File: src/rtl/abs_diff_chk_pkg.sv
// rtl/abs_diff_chk_pkg.sv - shared state enum, default parameters and abs-difference helper
//
// Contents:
//   state_e   : sweep FSM states (IDLE, SWEEP, DRAIN, DONE)
//   DEF_OPW   : default operand width
//   DEF_OUTW  : default DUT output / error width
//   DEF_ET    : default error threshold
//   abs_diff  : unsigned |x-y| on 32-bit operands, used for both the exact
//               reference and the error calculation
package abs_diff_chk_pkg;

  typedef enum logic [1:0] {
    ST_IDLE  = 2'd0,
    ST_SWEEP = 2'd1,
    ST_DRAIN = 2'd2,
    ST_DONE  = 2'd3
  } state_e;

  localparam int DEF_OPW  = 2;
  localparam int DEF_OUTW = 3;
  localparam int DEF_ET   = 3;

  // Callers zero-extend narrower operands, so the result never wraps.
  function automatic logic [31:0] abs_diff(input logic [31:0] x, input logic [31:0] y);
    return (x >= y) ? (x - y) : (y - x);
  endfunction

endpackage

File: src/rtl/abs_diff_err_acc.sv
// rtl/abs_diff_err_acc.sv - error accumulators: max error, violation count, first failing vector, optional error sum
//
// Optional feature: define ABS_DIFF_ERR_SUM_EN to add the err_sum output and its accumulator.
//
// Ports:
//   clk, rst_n  : clock, asynchronous active-low reset
//   clr         : clear all results (sweep start)
//   cmp_en      : compare vec against dut_out this cycle
//   vec         : {a,b} vector whose DUT result is on dut_out
//   dut_out     : approximate DUT result
//   max_err     : largest error seen
//   viol_cnt    : saturating count of errors above ET
//   first_fail  : vector of the first violation, 0 if none
//   err_sum     : saturating sum of errors (ABS_DIFF_ERR_SUM_EN only)
module abs_diff_err_acc
  import abs_diff_chk_pkg::*;
#(
  parameter int OPW  = DEF_OPW,
  parameter int OUTW = DEF_OUTW,
  parameter int ET   = DEF_ET
) (
  input  logic                clk,
  input  logic                rst_n,
  input  logic                clr,
  input  logic                cmp_en,
  input  logic [2*OPW-1:0]    vec,
  input  logic [OUTW-1:0]     dut_out,
  output logic [OUTW-1:0]     max_err,
  output logic [2*OPW:0]      viol_cnt,
  output logic [2*OPW-1:0]    first_fail
`ifdef ABS_DIFF_ERR_SUM_EN
  ,
  output logic [OUTW+2*OPW-1:0] err_sum
`endif
);

  localparam logic [31:0] OUT_MASK = (32'd1 << OUTW) - 32'd1;
  localparam logic [31:0] ET_U     = 32'(ET);

  logic [31:0]     exact_w;
  logic [31:0]     exact_m;
  logic [31:0]     err_w;
  logic [OUTW-1:0] err;
  logic            viol;

  always_comb begin
    exact_w = abs_diff({{(32-OPW){1'b0}}, vec[2*OPW-1:OPW]},
                       {{(32-OPW){1'b0}}, vec[OPW-1:0]});
    // Reference is truncated to the DUT output width before the error is taken.
    exact_m = exact_w & OUT_MASK;
    err_w   = abs_diff(exact_m, {{(32-OUTW){1'b0}}, dut_out});
    err     = err_w[OUTW-1:0];
    viol    = (err_w > ET_U);
  end

  always_ff @(posedge clk or negedge rst_n) begin
    if (!rst_n) begin
      max_err    <= '0;
      viol_cnt   <= '0;
      first_fail <= '0;
    end else if (clr) begin
      max_err    <= '0;
      viol_cnt   <= '0;
      first_fail <= '0;
    end else if (cmp_en) begin
      if (err > max_err) begin
        max_err <= err;
      end
      if (viol) begin
        if (viol_cnt == '0) begin
          first_fail <= vec;
        end
        if (viol_cnt != '1) begin
          viol_cnt <= viol_cnt + 1'b1;
        end
      end
    end
  end

`ifdef ABS_DIFF_ERR_SUM_EN
  localparam int SW = OUTW + 2*OPW;

  logic [SW:0] sum_next;

  always_comb begin
    sum_next = {1'b0, err_sum} + {{(SW+1-OUTW){1'b0}}, err};
  end

  always_ff @(posedge clk or negedge rst_n) begin
    if (!rst_n) begin
      err_sum <= '0;
    end else if (clr) begin
      err_sum <= '0;
    end else if (cmp_en) begin
      err_sum <= sum_next[SW] ? {SW{1'b1}} : sum_next[SW-1:0];
    end
  end
`endif

endmodule

File: config.mk
export PLATFORM = sky130hd
export DESIGN_NAME = abs_diff_err_acc
export DESIGN_NICKNAME = d
export VERILOG_FILES = /design/src/rtl/abs_diff_chk_pkg.sv /design/src/rtl/abs_diff_err_acc.sv
export SDC_FILE = /design/constraint.sdc
export NUM_CORES = 1
export LEC_CHECK = 0
export ABC_AREA = 0
export CORE_AREA = 2 2 59 61
export CTS_BUF_LIST = sky130_fd_sc_hd__clkbuf_8
export DETAILED_ROUTE_END_ITERATION = 10
export DIE_AREA = 0 0 61 63
export PLACE_DENSITY_LB_ADDON = 0.1
export SETUP_SLACK_MARGIN = 0.15
export SLEW_MARGIN = 20
export SYNTH_ARGS = -nofsm -noshare
export SYNTH_HDL_FRONTEND = slang
export SYNTH_SLANG_ARGS = --single-unit
File: constraint.sdc
create_clock -name clk -period 2.7 [get_ports clk]
set_input_delay 0.54 -clock clk [delete_from_list [all_inputs] [get_ports clk]]
set_output_delay 0.54 -clock clk [all_outputs]
set_load 0.01 [all_outputs]
==> metrics <==
status=complete, but fails checks; failing checks=setup timing; Post-synth EDFFs=0; die area=3840 um^2; GRT overflow=0; fin util=56.2%; placed instance area=1600 um^2; clock transition at the registers of the reported paths=50 ps; Die Span Y=63 um; Worst Skew=0.714 ps; DP Worst Slack=-1800 ps; final setup TNS=-8760 ps; worst path cell trace=buf_6 -> buf_8 -> inv_12 -> ha_4 -> fa_2 -> nor2b_4 -> mux2i_2 -> inv_2 -> fa_2 -> inv_2 -> fa_2 -> a31oi_4 -> mux2i_2 -> ha_1 -> nor2b_4 -> a2bb2oi_2 -> a32oi_2 -> buf_4 -> nand3_2 -> a21oi_2; port bufs=22; hpwl dp=2090 um; final hold vios=0; Syn Inst Count=115; hold buffers post-CTS=0; crit path buf inv count=6; hold worst-path end=first_fail[3]$_DFFE_PN0P_; cts bufs inserted=3; register bit total from synthesis=12; hold_sp=first_fail[3]$_DFFE_PN0P_; Hold Crit Class=flip-flop to flip-flop; Chip Width=61 um; yosys warns=0; Setup Viol. Count Final=12; DR pass1 iterations=4; filler cell count=307; Leak=0.830 nW; Worst Tran Pin Value=551 ps; sequential fraction of the synthesis area=27.7%; critical path class=input port to flip-flop; share of post-route cells with drive strength above 1=41.9%; # diodes=0; Rows=21; vias in the first global route=1060; Levels on crit path=20; Reg2Reg Launch Point=viol_cnt[0]$_DFFE_PN0P_; final instance area=1820 um^2; asr flop ratio synth=100%; Worst EP required=2870 ps; final worst-path cycle share=134%; clk_lat worst skew=240 ps; Max Cap Viol=0; Synth Net Count=145; post-DR vias/cell=4.78; Unique masters post-synth=36; CTS tree=built; setup slack after layout=-928 ps; CP Launch Type=input port; slowest cell delay on critical path=360 ps; Max Fclk=276 MHz; fin cells=218; Slew Viols, Final=0; Longest Clk Path Bufs=2; syn avg cell area=9.42 um^2; nature of the critical path endpoint=flip-flop; fin crit period=3630 ps; Area Overhead vs Synth=67.6%; Post-Synthesis Cell Area=1080 um^2; initial antenna violation count=0; H-Tree Depth=1; delay-heaviest family, CP=adder cells; DRC=0; first-pass GRT wire length=4530 um; Placer Congestion=0.806; Rel. slew slack=63.2%; FF-to-FF path depth=6; worst path arrival time=3790 ps; drt wl/cell=12.3 um; Hold Path Stages=2; Total Nets Final=204; Inst Count DP=204; peak supply drop=0.000339 V; crit-path max FO=3; via count=1043; crit-path most repeated cell=fa_2; antenna viol nets, final=0; hold slack=543 ps; Ports=23; Initial Util=33.5%; pwr/cell area=585 nW/um^2; Power, Total=1.06 mW; Root Driver=clkbuf_8; unrepaired setup endpoints after global routing=yes; Post-synth top flop=dfrtp_1; slowest stage cell on the critical path=fa_2; clk sinks=12; r2r setup slk=570 ps; Initial DRC Count=17; GR Util All Layers=15.4%; r2r endpoint=viol_cnt[3]$_DFFE_PN0P_; Routed WL=2690 um; Core ar.=3230 um^2; largest net degree at the start of global routing=13
Yosys cell counts (all sizes together) (3+ instances only):
| master | n | share of area [%] |
|---|---|---|
| inv | 17 | 5.9 |
| nand2 | 8 | 2.8 |
| ha | 14 | 16 |
| or3 | 6 | 3.5 |
| mux2i | 4 | 3.7 |
| nor2 | 3 | 1.0 |
| dfrtp | 12 | 28 |
| o21ai | 7 | 3.2 |
| fa | 5 | 9.2 |
| a21oi | 11 | 5.1 |
| nor2b | 3 | 1.7 |
worst max path at each step:
| stage | startpoint | to | slack (ps) |
|---|---|---|---|
| 3_3_place_gp | vec[2] | max_err[1]$_DFFE_PN0P_ | -1680 |
| 2_1_floorplan | vec[2] | max_err[1]$_DFFE_PN0P_ | -1030 |
| 3_5_place_dp | vec[2] | max_err[0]$_DFFE_PN0P_ | -1800 |
| 5_1_grt | vec[2] | max_err[0]$_DFFE_PN0P_ | -1030 |
| 4_1_cts | vec[2] | max_err[0]$_DFFE_PN0P_ | -930 |
| 6_report | vec[2] | max_err[0]$_DFFE_PN0P_ | -930 |
placed cells by master (no fill, tap or decap), drive strengths merged, types with 2 or more instances in the layout:
cell type and n:
dfrtp 12, and3b 2, clkdlybuf4s50 18, a21oi 11, clkbuf 3, nor2 3, o21ai 7, nor2b 3
mux2i 4, nand3 2, a2111oi 2, or3 6, fa 5, nand2 8, inv 17, a211oi 2
buf 37, ha 14
cells by family (layout without fill, tap and decap cells):
kind of cell               count (synthesis)  count (layout)  share of synthesized area (%)
and+or+nand+nor                           31              31                           16.5
buffers and inverters                     19              76                           7.27
DFF                                       12              12                           27.7
muxes                                      5               5                           4.73
AOI/OAI and AO/OA                         29              29                           18.4
adders and majority gates                 19              19                           25.4
area by class of cell:
cell class	instances	area (um^2)	share of cell area, %
clock buffers	3	41.3	2.27
multi-input cells	84	851	46.9
flip-flops and latches	12	300	16.5
repair buffers	56	484	26.7
well taps	46	57.6	3.17
inverters	17	81.3	4.48
tightest hold or removal path: cells and delay by family, from the launching register on:
kind,cells,cell delay [ps]
AO/OA/AOI/OAI,2,130
flip-flops,1,370
registers in the layout (all words and copies together), names as in the netlist:
register and count:
first_fail 4, max_err 3, viol_cnt 5
where the power goes:
part / internal [mW] / switching [mW] / total, mW / leakage, nW
registers: 0.208 / 0.0230 / 0.231 / 0.163
clock network: 0.0978 / 0.0599 / 0.158 / 0.0216
logic: 0.386 / 0.287 / 0.673 / 0.646
layer usage:
layer	part of all wire (%)	up-vias	global-route usage (%)
li1	-	524	-
met1	45	499	19.5
met2	52	18	26.9
met3	2.2	2	1.45
met4	0.78	0	4.62
met5	0	-	0
timing repair:
| action | 4_1_cts | 5_1_grt |
|---|---|---|
| setup endpoints to repair | 12 | 12 |
| gates resized for setup | 35 | 6 |
| pin swaps | 21 | 10 |
| gates cloned | 1 | 0 |
| setup buffers | 8 | 2 |
Power figures use the tool's default switching activity.
